==> config.mk <==
export PLATFORM = sky130hd
export DESIGN_NAME = bitstream_self_writer_flat
export DESIGN_NICKNAME = d
export VERILOG_FILES = /design/src/rtl/fabulous_cfg_pkg.sv /design/src/rtl/bitstream_self_writer_if.sv /design/src/rtl/cfg_word_packer.sv /design/src/rtl/bitstream_self_writer.sv /design/src/flat_wrapper.sv
export SDC_FILE = /design/constraint.sdc
export NUM_CORES = 1
export LEC_CHECK = 0
export BUFFER_PORTS_ARGS = -buffer_cell sky130_fd_sc_hd__buf_2
export CELL_PAD_IN_SITES_DETAIL_PLACEMENT = 1
export CELL_PAD_IN_SITES_GLOBAL_PLACEMENT = 2
export CORE_AREA = 2 2 114 116
export CTS_CLUSTER_SIZE = 30
export DETAILED_ROUTE_END_ITERATION = 8
export DIE_AREA = 0 0 116 118
export HOLD_SLACK_MARGIN = 0.08
export PLACE_DENSITY_LB_ADDON = 0.1
export REMOVE_ABC_BUFFERS = 1
export SKIP_LAST_GASP = 1
export SLEW_MARGIN = 40
export SYNTH_ARGS = -nofsm -noshare
export SYNTH_HDL_FRONTEND = slang
export SYNTH_SLANG_ARGS = --single-unit
==> constraint.sdc <==
create_clock -name CLK -period 2.42 [get_ports CLK]
set_clock_uncertainty 0.2 [all_clocks]
set_input_delay 0.242 -clock CLK [delete_from_list [all_inputs] [get_ports CLK]]
set_output_delay 0.242 -clock CLK [all_outputs]
set_load 0.1 [all_outputs]
==> src/rtl/fabulous_cfg_pkg.sv <==
// Shared types and constants for the fabric configuration writer.
package fabulous_cfg_pkg;

    typedef enum logic [2:0] {
        ST_IDLE   = 3'd0,
        ST_FILL   = 3'd1,
        ST_SETUP  = 3'd2,
        ST_STROBE = 3'd3,
        ST_GAP    = 3'd4,
        ST_DONE   = 3'd5
    } cfg_wr_state_t;

    localparam logic [31:0] SYNC_WORD       = 32'hFAB0_FAB1;
    localparam int unsigned DEF_PRE_CYCLES  = 2;
    localparam int unsigned DEF_POST_CYCLES = 2;

endpackage

==> src/rtl/bitstream_self_writer_if.sv <==
// Byte-stream input, fabric write port and status of the bitstream self-writer.
interface bitstream_self_writer_if #(
    parameter int unsigned CNT_W = 15
);
    logic             start;
    logic [CNT_W-1:0] length;
    logic [7:0]       byte_data;
    logic             byte_valid;
    logic             byte_ready;
    logic [31:0]      SelfWriteData;
    logic             SelfWriteStrobe;
    logic             busy;
    logic             done;

    modport master (
        output start, length, byte_data, byte_valid,
        input  byte_ready, SelfWriteData, SelfWriteStrobe, busy, done
    );

    modport slave (
        input  start, length, byte_data, byte_valid,
        output byte_ready, SelfWriteData, SelfWriteStrobe, busy, done
    );
endinterface

==> src/rtl/cfg_word_packer.sv <==
// Packs bytes big-endian into a 32-bit word; first byte lands in [31:24].
module cfg_word_packer (
    input  logic        CLK,
    input  logic        resetn,
    input  logic        i_clear,
    input  logic        i_load,
    input  logic        i_last,
    input  logic [7:0]  i_byte,
    output logic [31:0] o_word_c,
    output logic        o_complete_c
);
    logic [1:0]  r_idx;
    logic [31:0] r_word;

    // Lane 3-idx equals ~idx for a 2-bit index.
    assign o_word_c     = r_word | (32'(i_byte) << {~r_idx, 3'b000});
    assign o_complete_c = i_load & ((r_idx == 2'd3) | i_last);

    always_ff @(posedge CLK or negedge resetn) begin
        if (!resetn) begin
            r_word <= '0;
            r_idx  <= '0;
        end else if (i_clear || o_complete_c) begin
            r_word <= '0;
            r_idx  <= '0;
        end else if (i_load) begin
            r_word <= o_word_c;
            r_idx  <= r_idx + 2'd1;
        end
    end
endmodule

==> src/rtl/bitstream_self_writer.sv <==
// Loads a byte stream into the fabric via SelfWriteData/SelfWriteStrobe with fixed pacing.
// Optional: BITSTREAM_SYNC_EN suppresses words until SYNC_WORD has been seen.
module bitstream_self_writer
    import fabulous_cfg_pkg::*;
#(
    parameter int unsigned PRE_CYCLES  = DEF_PRE_CYCLES,
    parameter int unsigned POST_CYCLES = DEF_POST_CYCLES,
    parameter int unsigned MAX_BYTES   = 16384
) (
    input  logic                     CLK,
    input  logic                     resetn,
    bitstream_self_writer_if.slave   bus
);
    localparam int unsigned CNT_W    = $clog2(MAX_BYTES + 1);
    localparam int unsigned PACE_MAX = (PRE_CYCLES > POST_CYCLES) ? PRE_CYCLES : POST_CYCLES;
    localparam int unsigned PACE_W   = $clog2(PACE_MAX + 1);

    cfg_wr_state_t     r_state;
    logic [CNT_W-1:0]  r_remaining;
    logic [PACE_W-1:0] r_pace;
    logic [31:0]       r_data;
    logic              r_strobe;
    logic              r_byte_ready;
    logic              r_busy;
    logic              r_done;
`ifdef BITSTREAM_SYNC_EN
    logic              r_synced;
`endif

    logic [CNT_W-1:0] w_len;
    logic             w_hs;
    logic             w_last;
    logic             w_clear;
    logic [31:0]      w_word;
    logic             w_complete;

    assign w_len   = (bus.length > CNT_W'(MAX_BYTES)) ? CNT_W'(MAX_BYTES) : bus.length;
    assign w_hs    = (r_state == ST_FILL) && r_byte_ready && bus.byte_valid;
    assign w_last  = (r_remaining == CNT_W'(1));
    assign w_clear = (r_state == ST_IDLE) && bus.start;

    cfg_word_packer u_packer (
        .CLK          (CLK),
        .resetn       (resetn),
        .i_clear      (w_clear),
        .i_load       (w_hs),
        .i_last       (w_last),
        .i_byte       (bus.byte_data),
        .o_word_c     (w_word),
        .o_complete_c (w_complete)
    );

    always_ff @(posedge CLK or negedge resetn) begin
        if (!resetn) begin
            r_state      <= ST_IDLE;
            r_remaining  <= '0;
            r_pace       <= '0;
            r_data       <= '0;
            r_strobe     <= 1'b0;
            r_byte_ready <= 1'b0;
            r_busy       <= 1'b0;
            r_done       <= 1'b0;
`ifdef BITSTREAM_SYNC_EN
            r_synced     <= 1'b0;
`endif
        end else begin
            r_strobe <= 1'b0;
            r_done   <= 1'b0;
            case (r_state)
                ST_IDLE: begin
                    if (bus.start) begin
                        r_busy      <= 1'b1;
                        r_remaining <= w_len;
`ifdef BITSTREAM_SYNC_EN
                        r_synced    <= 1'b0;
`endif
                        if (w_len == '0) begin
                            r_done  <= 1'b1;
                            r_state <= ST_DONE;
                        end else begin
                            r_byte_ready <= 1'b1;
                            r_state      <= ST_FILL;
                        end
                    end
                end
                ST_FILL: begin
                    if (w_hs) begin
                        r_remaining <= r_remaining - CNT_W'(1);
                        if (w_complete) begin
`ifdef BITSTREAM_SYNC_EN
                            // Words before the sync word are dropped without touching the fabric.
                            if (r_synced || (w_word == SYNC_WORD)) begin
                                r_synced     <= 1'b1;
                                r_data       <= w_word;
                                r_byte_ready <= 1'b0;
                                r_pace       <= PACE_W'(PRE_CYCLES - 1);
                                r_state      <= ST_SETUP;
                            end else if (w_last) begin
                                r_byte_ready <= 1'b0;
                                r_done       <= 1'b1;
                                r_state      <= ST_DONE;
                            end
`else
                            r_data       <= w_word;
                            r_byte_ready <= 1'b0;
                            r_pace       <= PACE_W'(PRE_CYCLES - 1);
                            r_state      <= ST_SETUP;
`endif
                        end
                    end
                end
                ST_SETUP: begin
                    if (r_pace == '0) begin
                        r_strobe <= 1'b1;
                        r_state  <= ST_STROBE;
                    end else begin
                        r_pace <= r_pace - PACE_W'(1);
                    end
                end
                ST_STROBE: begin
                    r_pace  <= PACE_W'(POST_CYCLES - 1);
                    r_state <= ST_GAP;
                end
                ST_GAP: begin
                    if (r_pace != '0) begin
                        r_pace <= r_pace - PACE_W'(1);
                    end else if (r_remaining != '0) begin
                        r_byte_ready <= 1'b1;
                        r_state      <= ST_FILL;
                    end else begin
                        r_done  <= 1'b1;
                        r_state <= ST_DONE;
                    end
                end
                ST_DONE: begin
                    r_busy  <= 1'b0;
                    r_state <= ST_IDLE;
                end
                default: r_state <= ST_IDLE;
            endcase
        end
    end

    assign bus.byte_ready      = r_byte_ready;
    assign bus.SelfWriteData   = r_data;
    assign bus.SelfWriteStrobe = r_strobe;
    assign bus.busy            = r_busy;
    assign bus.done            = r_done;
endmodule
==> src/flat_wrapper.sv <==
// flat-port wrapper written by rule: the top's interface ports become plain ports
module bitstream_self_writer_flat import fabulous_cfg_pkg::*;
#(
    parameter int unsigned PRE_CYCLES  = DEF_PRE_CYCLES,
    parameter int unsigned POST_CYCLES = DEF_POST_CYCLES,
    parameter int unsigned MAX_BYTES   = 16384
)
  (CLK, resetn, bus_start, bus_length, bus_byte_data, bus_byte_valid, bus_byte_ready, bus_SelfWriteData, bus_SelfWriteStrobe, bus_busy, bus_done);
  bitstream_self_writer_if bus_i ();
  input  logic CLK;
  input  logic resetn;
  input wire logic [$bits(bus_i.start)-1:0] bus_start;
  input wire logic [$bits(bus_i.length)-1:0] bus_length;
  input wire logic [$bits(bus_i.byte_data)-1:0] bus_byte_data;
  input wire logic [$bits(bus_i.byte_valid)-1:0] bus_byte_valid;
  output wire logic [$bits(bus_i.byte_ready)-1:0] bus_byte_ready;
  output wire logic [$bits(bus_i.SelfWriteData)-1:0] bus_SelfWriteData;
  output wire logic [$bits(bus_i.SelfWriteStrobe)-1:0] bus_SelfWriteStrobe;
  output wire logic [$bits(bus_i.busy)-1:0] bus_busy;
  output wire logic [$bits(bus_i.done)-1:0] bus_done;
  assign bus_i.start = bus_start;
  assign bus_i.length = bus_length;
  assign bus_i.byte_data = bus_byte_data;
  assign bus_i.byte_valid = bus_byte_valid;
  assign bus_byte_ready = bus_i.byte_ready;
  assign bus_SelfWriteData = bus_i.SelfWriteData;
  assign bus_SelfWriteStrobe = bus_i.SelfWriteStrobe;
  assign bus_busy = bus_i.busy;
  assign bus_done = bus_i.done;
  bitstream_self_writer #(.PRE_CYCLES(PRE_CYCLES), .POST_CYCLES(POST_CYCLES), .MAX_BYTES(MAX_BYTES)) u_core (.CLK(CLK), .resetn(resetn), .bus(bus_i));
endmodule
---- Word level (Yosys, flattened, before mapping) ----
Index checks and enable logic that the tools add are counted.
storage, ports and cells
  bits in latches ......................... 0
  memories kept ........................... 0
  RAM bits ................................ 0
  input port bits ......................... 27
  logic and storage cells ................. 92
  output and inout port bits .............. 36
  memory bits (read-only) ................. 0
  flip-flop bits (word level) ............. 90
cells by class
  magnitude comparators ................... 1
  equality and inequality tests ........... 16
  bitwise gates (word level) .............. 4
  div/mod/pow operators ................... 0
  reduce and logical (&&, ||, !) cells .... 20
  shift-type cells ........................ 1
  $mul .................................... 0
  mux-type cells .......................... 37
  $add $sub $neg .......................... 3
operators with widths
  kind                     count
  $mux W32                 2
  $mux W15                 3
  $or A32 B32 Y32          1
  $shl A8 B5 Y32           1
  $pmux W15 S2             1
  $mux W3                  7
  $eq A15 B1 Y1 const B    1
  $gt A15 B15 Y1 const B   1
  $logic_not A15 Y1        1
  $pmux W3 S5              1
  $reduce_bool A15 Y1      1
  $sub A15 B1 Y15 const B  1
  $mux W1                  13
  $mux W2                  6
  $ne A2 B2 Y1 const B     6
  $reduce_and A5 Y1        2
  $pmux W2 S4              1
  $reduce_bool A2 Y1       4
  $reduce_and A7 Y1        1
  $eq A3 B2 Y1 const B     2
  $eq A3 B3 Y1 const B     2
  $ne A2 B1 Y1 const B     3
  $reduce_and A3 Y1        2
  $pmux W1 S2              2
  other kinds (15)         17

---- Longest topological paths before layout ----
  depth after elaboration ................. 7
  mapped depth ............................ 9
  depth with buffers taken out ............ 7

---- Modules after synthesis ----
A second synthesis with hierarchy kept.
second synthesis, totals
  cells, all modules ...................... 388
  area, all modules ....................... 4374.2 sq um
by module, submodules not included
  module                 seq. area each (sq um)  area an instance (sq um)  cells each  times used
  bitstream_self_writer  1401.3                  2782.7                    247         1
  cfg_word_packer        850.8                   1591.5                    141         1

---- Worst setup path before layout ----
Ideal clock, no wire load.
  kind .................................... register to register
  from .................................... register u_core.r_byte_ready, in the netlist u_core.bus.byte_ready
  to ...................................... register u_core.r_remaining[5]
  setup slack ............................. 0.015 ns
  period minus slack after synthesis ...... 2.405 ns
  data required time ...................... 2.094 ns
  stages on the path, launching flop included .. 6
  arrival time ............................ 2.079 ns
  path buffers ............................ 1
  setup time .............................. 0.126 ns
  cell sequence ........................... dfrtp_1 nand3_1 a211oi_1 clkbuf_1 o21ai_0 a221o_1
between the ends
  cells in the longest elaborated chain, start to end .. 4
RTL lines
  what                               RTL line                      text
  start, declared                    bitstream_self_writer.sv:23   logic r_byte_ready;
  start signal, assigned             bitstream_self_writer.sv:60   r_byte_ready <= 1'b0;
  start signal, assigned             bitstream_self_writer.sv:81   r_byte_ready <= 1'b1;
  start signal, assigned             bitstream_self_writer.sv:105  r_byte_ready <= 1'b0;
  $logic_and A1 B1 Y1 (2 in series)  bitstream_self_writer.sv:38   assign w_hs = (r_state == ST_FILL) && r_byte_ready && bus.byte_valid;
  $ne A2 B2 Y1 (no line)             -
  $reduce_and A3 Y1 (no line)        -
  end signal, assigned               bitstream_self_writer.sv:73   r_remaining <= w_len;
  end signal, assigned               bitstream_self_writer.sv:88   r_remaining <= r_remaining - CNT_W'(1);
  end, declared                      bitstream_self_writer.sv:19   logic [CNT_W-1:0] r_remaining;
Every way passes these cells.
A chain may end at the register's enable or synchronous reset.

---- Final worst setup path ----
  from .................................... input bus_length[3]
  to ...................................... register u_core.r_remaining[10]
between the ends
  cells in the longest elaborated chain, start to end .. 4
RTL lines
  what             RTL line                     text
  start, declared  flat_wrapper.sv:13           input wire logic [$bits(bus_i.length)-1:0] bus_length;
  $gt A15 B15 Y1   bitstream_self_writer.sv:37  assign w_len = (bus.length > CNT_W'(MAX_BYTES)) ? CNT_W'(MAX_BYTES) : bus.length;
  $mux W15         bitstream_self_writer.sv:37
  $mux W15         bitstream_self_writer.sv:71  if (bus.start) begin
  $pmux W15 S2     bitstream_self_writer.sv:69  case (r_state)
Every way passes these cells. The select of a mux whose other input is x is not followed.

==> impl_metrics.ini <==
[outcome]
result_of_the_run = completed

[synth]
async_reset_ff_share_pct = 100
dominantRegCellSynth = sky130_fd_sc_hd__dfrtp_1
syn-cell-area_sq_um = 4250
syn_avg_cell_area_sq_um = 9.58
synth.yosys.warnings = 0
synth.yosys.seq_area_share_pct = 52.9
post_synth_num_cell_types = 58
syn-instance-count = 444
yosys-top-cells-area = sky130_fd_sc_hd__dfrtp_1 53%, sky130_fd_sc_hd__a21oi_1 7.4%, sky130_fd_sc_hd__o21ai_0 5.5%
synth_edf_count = 0
post-synth-top-area-cell = sky130_fd_sc_hd__dfrtp_1
synth-seq-cells = 90
yosys.area.top_type_share_pct = 52.9

[min_path]
hold-path-cell-count = 3
hp-start = bus_length[14]
whs_endpoint = u_core.r_remaining[14]
worstHoldPathType = in -> reg

[floorplan]
initial_core_util_pct = 34.3
chip_width_um = 116
design.core.area_sq_um = 12400
io_pins = 63
rows = 41
die_height_um = 118
total_die_area_sq_um = 13700

[sta]
post-route-min-period_ns = 2.24
number_of_hold_violations_in_the_final_report = 0
maxClockFrequency_ghz = 0.447
tightestPinTransition_ns = 0.477
setup_violations = 0
rsz0062_at_grt = no
worst_hold_slack_across_all_endpoints_ns = 0.103
final-max-slew-violation-count = 0
period_share_pct = 92.4
timing.max_slew.rel_slack_pct = 68.1

[placement]
placement.cell_area_sq_um = 4780
routabilityCongestion = 0.792
detailed_place_hpwl_um = 8440
number_of_port_buffers = 62

[setup_path]
critical_path_class = in -> reg
r2r_setup_slack_ns = 0.19
worst-endpoint-arrival_ns = 2.32
crit_end_category = flop
crit-reg2reg-capture = u_core.u_packer.r_idx[1]
timing.critical_path.fanout_max = 6
worst_setup_path_start_kind = primary input
reg2regPathDepth = 7
r2r-start = u_core.r_remaining[1]
critical_path_required_time_ns = 2.50

[clocking]
clock_edge_transition_at_the_registers_on_the_reported_setup_and_hold_paths_ns = 0.06
clock_sink_count = 90
post_cts.repair.setup_buffers = 0
clk_latency_ns = 0.35
clock_path_buffers = 2
h-tree-depth = 3
cts-buffers-inserted = 9
clockRootBuffer = sky130_fd_sc_hd__clkbuf_16
cts_tree = done

[detailed_routing]
routed_wire_length_per_instance_um = 17.3
drt_pass1_iterations = 4
antenna_left = 0
number_of_vias_in_the_routed_layout = 3653
vias_per_cell = 5.20
routed_wirelength_um = 12200
drt_drc_violations_left = 0
drt_iter0_markers = 158

[layout]
nFillCells = 1468
ratio_of_cells_with_drive_above_1_in_the_final_layout_pct = 21.1
area_growth_pct = 25.6
antenna-diode-count = 0
layout_commonest_cell = sky130_fd_sc_hd__dfrtp_1
layout.cells.most_common_list = 90 x sky130_fd_sc_hd__dfrtp_1, 63 x sky130_fd_sc_hd__a21oi_1, 61 x sky130_fd_sc_hd__buf_2
postLayoutCellArea_sq_um = 5340
finalNetCount = 560

[pwr]
p_leak_nw = 2.46
power.ir.vdd_worst_v = 0.000785
seqPwrFrac_pct = 29.5
powerDensity_nw_per_um2 = 1560
power.switching_fraction_pct = 49.4
power_frac_comb_pct = 51.6
internal_power_w = 0.00423
p_sw_w = 0.00413
post-layout-total-power_w = 0.00836
share_clk_of_total_power_pct = 18.9

[global_routing]
grt_first_pass_wirelength_um = 19600
grt_use_total_pct = 18.7
first_global_vias = 3714
antenna_found_initial = 0
grt_start_max_net_pins = 45
grt_overflow = 0

[job]
max_cap_violations = 0
[sequential cells by signal, indices dropped and copies added, names as in the netlist, 2 cells and up]
signal / cells
u_core.u_packer.r_word: 32
u_core.r_remaining: 15
u_core.r_pace: 2
u_core.bus.SelfWriteData: 32
u_core.r_state: 3
u_core.u_packer.r_idx: 2
[power groups by stage]
stage	Combinational [W]	Clock, W	Sequential, W
finish	0.00431	0.00158	0.00247
CTS	0.00436	0.00162	0.00247
global route	0.00465	0.00167	0.00254
detailed placement	0.00431	0	0.00249
global placement	0.00426	0	0.00246
floorplan	0.00163	0	0.00387
[worst max-delay path, stage by stage]
cell	delay, ns
sky130_fd_sc_hd__dlygate4sd3_1	0.55
sky130_fd_sc_hd__buf_2	0.14
sky130_fd_sc_hd__nor4_1	0.37
sky130_fd_sc_hd__nand3_1	0.16
sky130_fd_sc_hd__a21oi_1	0.33
sky130_fd_sc_hd__and2_1	0.33
sky130_fd_sc_hd__a221o_1	0.20
[area by class of cell]
cell class | count | area (sq um) | share of cell area [%]
Sequential cell | 90 | 2250 | 42.2
Inverter | 8 | 30.0 | 0.562
Tap cell | 172 | 215 | 4.03
Clock buffer | 11 | 233 | 4.36
Clock inverter | 3 | 90.1 | 1.69
Multi-Input combinational cell | 311 | 1770 | 33.1
Timing Repair Buffer | 108 | 753 | 14.1
[how the worst max path moves through the flow]
stage | startpoint | end | slack, ns | cells after the start
5_1_grt | u_core.r_remaining[1] | u_core.u_packer.r_word[26] | 0.002 | 8
4_1_cts | bus_length[3] | u_core.r_remaining[8] | 0.11 | 7
6_report | bus_length[3] | u_core.r_remaining[10] | 0.18 | 7
2_1_floorplan | u_core.bus.byte_ready | u_core.u_packer.r_word[0] | -0.21 | 5
3_3_place_gp | u_core.r_remaining[1] | u_core.u_packer.r_idx[1] | 0.25 | 7
3_5_place_dp | u_core.r_remaining[1] | u_core.u_packer.r_idx[1] | 0.23 | 7
[cell families (layout without fill, tap and decap cells)]
family,Yosys count,in the layout,synth area share (%)
simple gates,139,139,16.4
mux,2,2,0.500
compound gates,165,165,23.1
fa+ha+maj,5,5,1.47
buf+inv,43,130,5.59
flops,90,90,52.9
[metal layers]
layer,wire [um],global-route usage (%)
met1,5600,24.6
met3,406,3.14
met5,0,0
met2,5850,30.2
met4,330,7.74
[through the flow]
stage                     instances  TNS, ns  setup slack, ns  utilization, %
after CTS                       703        0            0.111            43.0
after detailed placement        666        0            0.234            38.5
after global placement          666        0            0.248            38.5
after global routing            703        0          0.00167            43.0
final                           703        0            0.184            43.0
after floorplan                 409    -8.19           -0.209               -
[Yosys cell counts, drive strengths merged, types with 3 or more instances]
cell,instances
and3,5
nor3,5
nand2b,3
o21ai,53
a21o,3
nor3b,3
and2,3
nor4,10
buf,16
nand2,48
ha,5
a221o,4
nor2,48
nand3,6
a21oi,63
or3,3
dfrtp,90
inv,8
clkbuf,19
a31oi,18
[what timing repair did]
| item | 4_1_cts | 5_1_grt |
|---|---|---|
| endpoints found under the setup margin | 0 | 5 |
| endpoints found under the hold margin | 138 | 0 |
| gates resized for setup | 0 | 1 |
| hold buffers | 23 | 0 |
No activity file was read; power rests on OpenSTA's default activity.
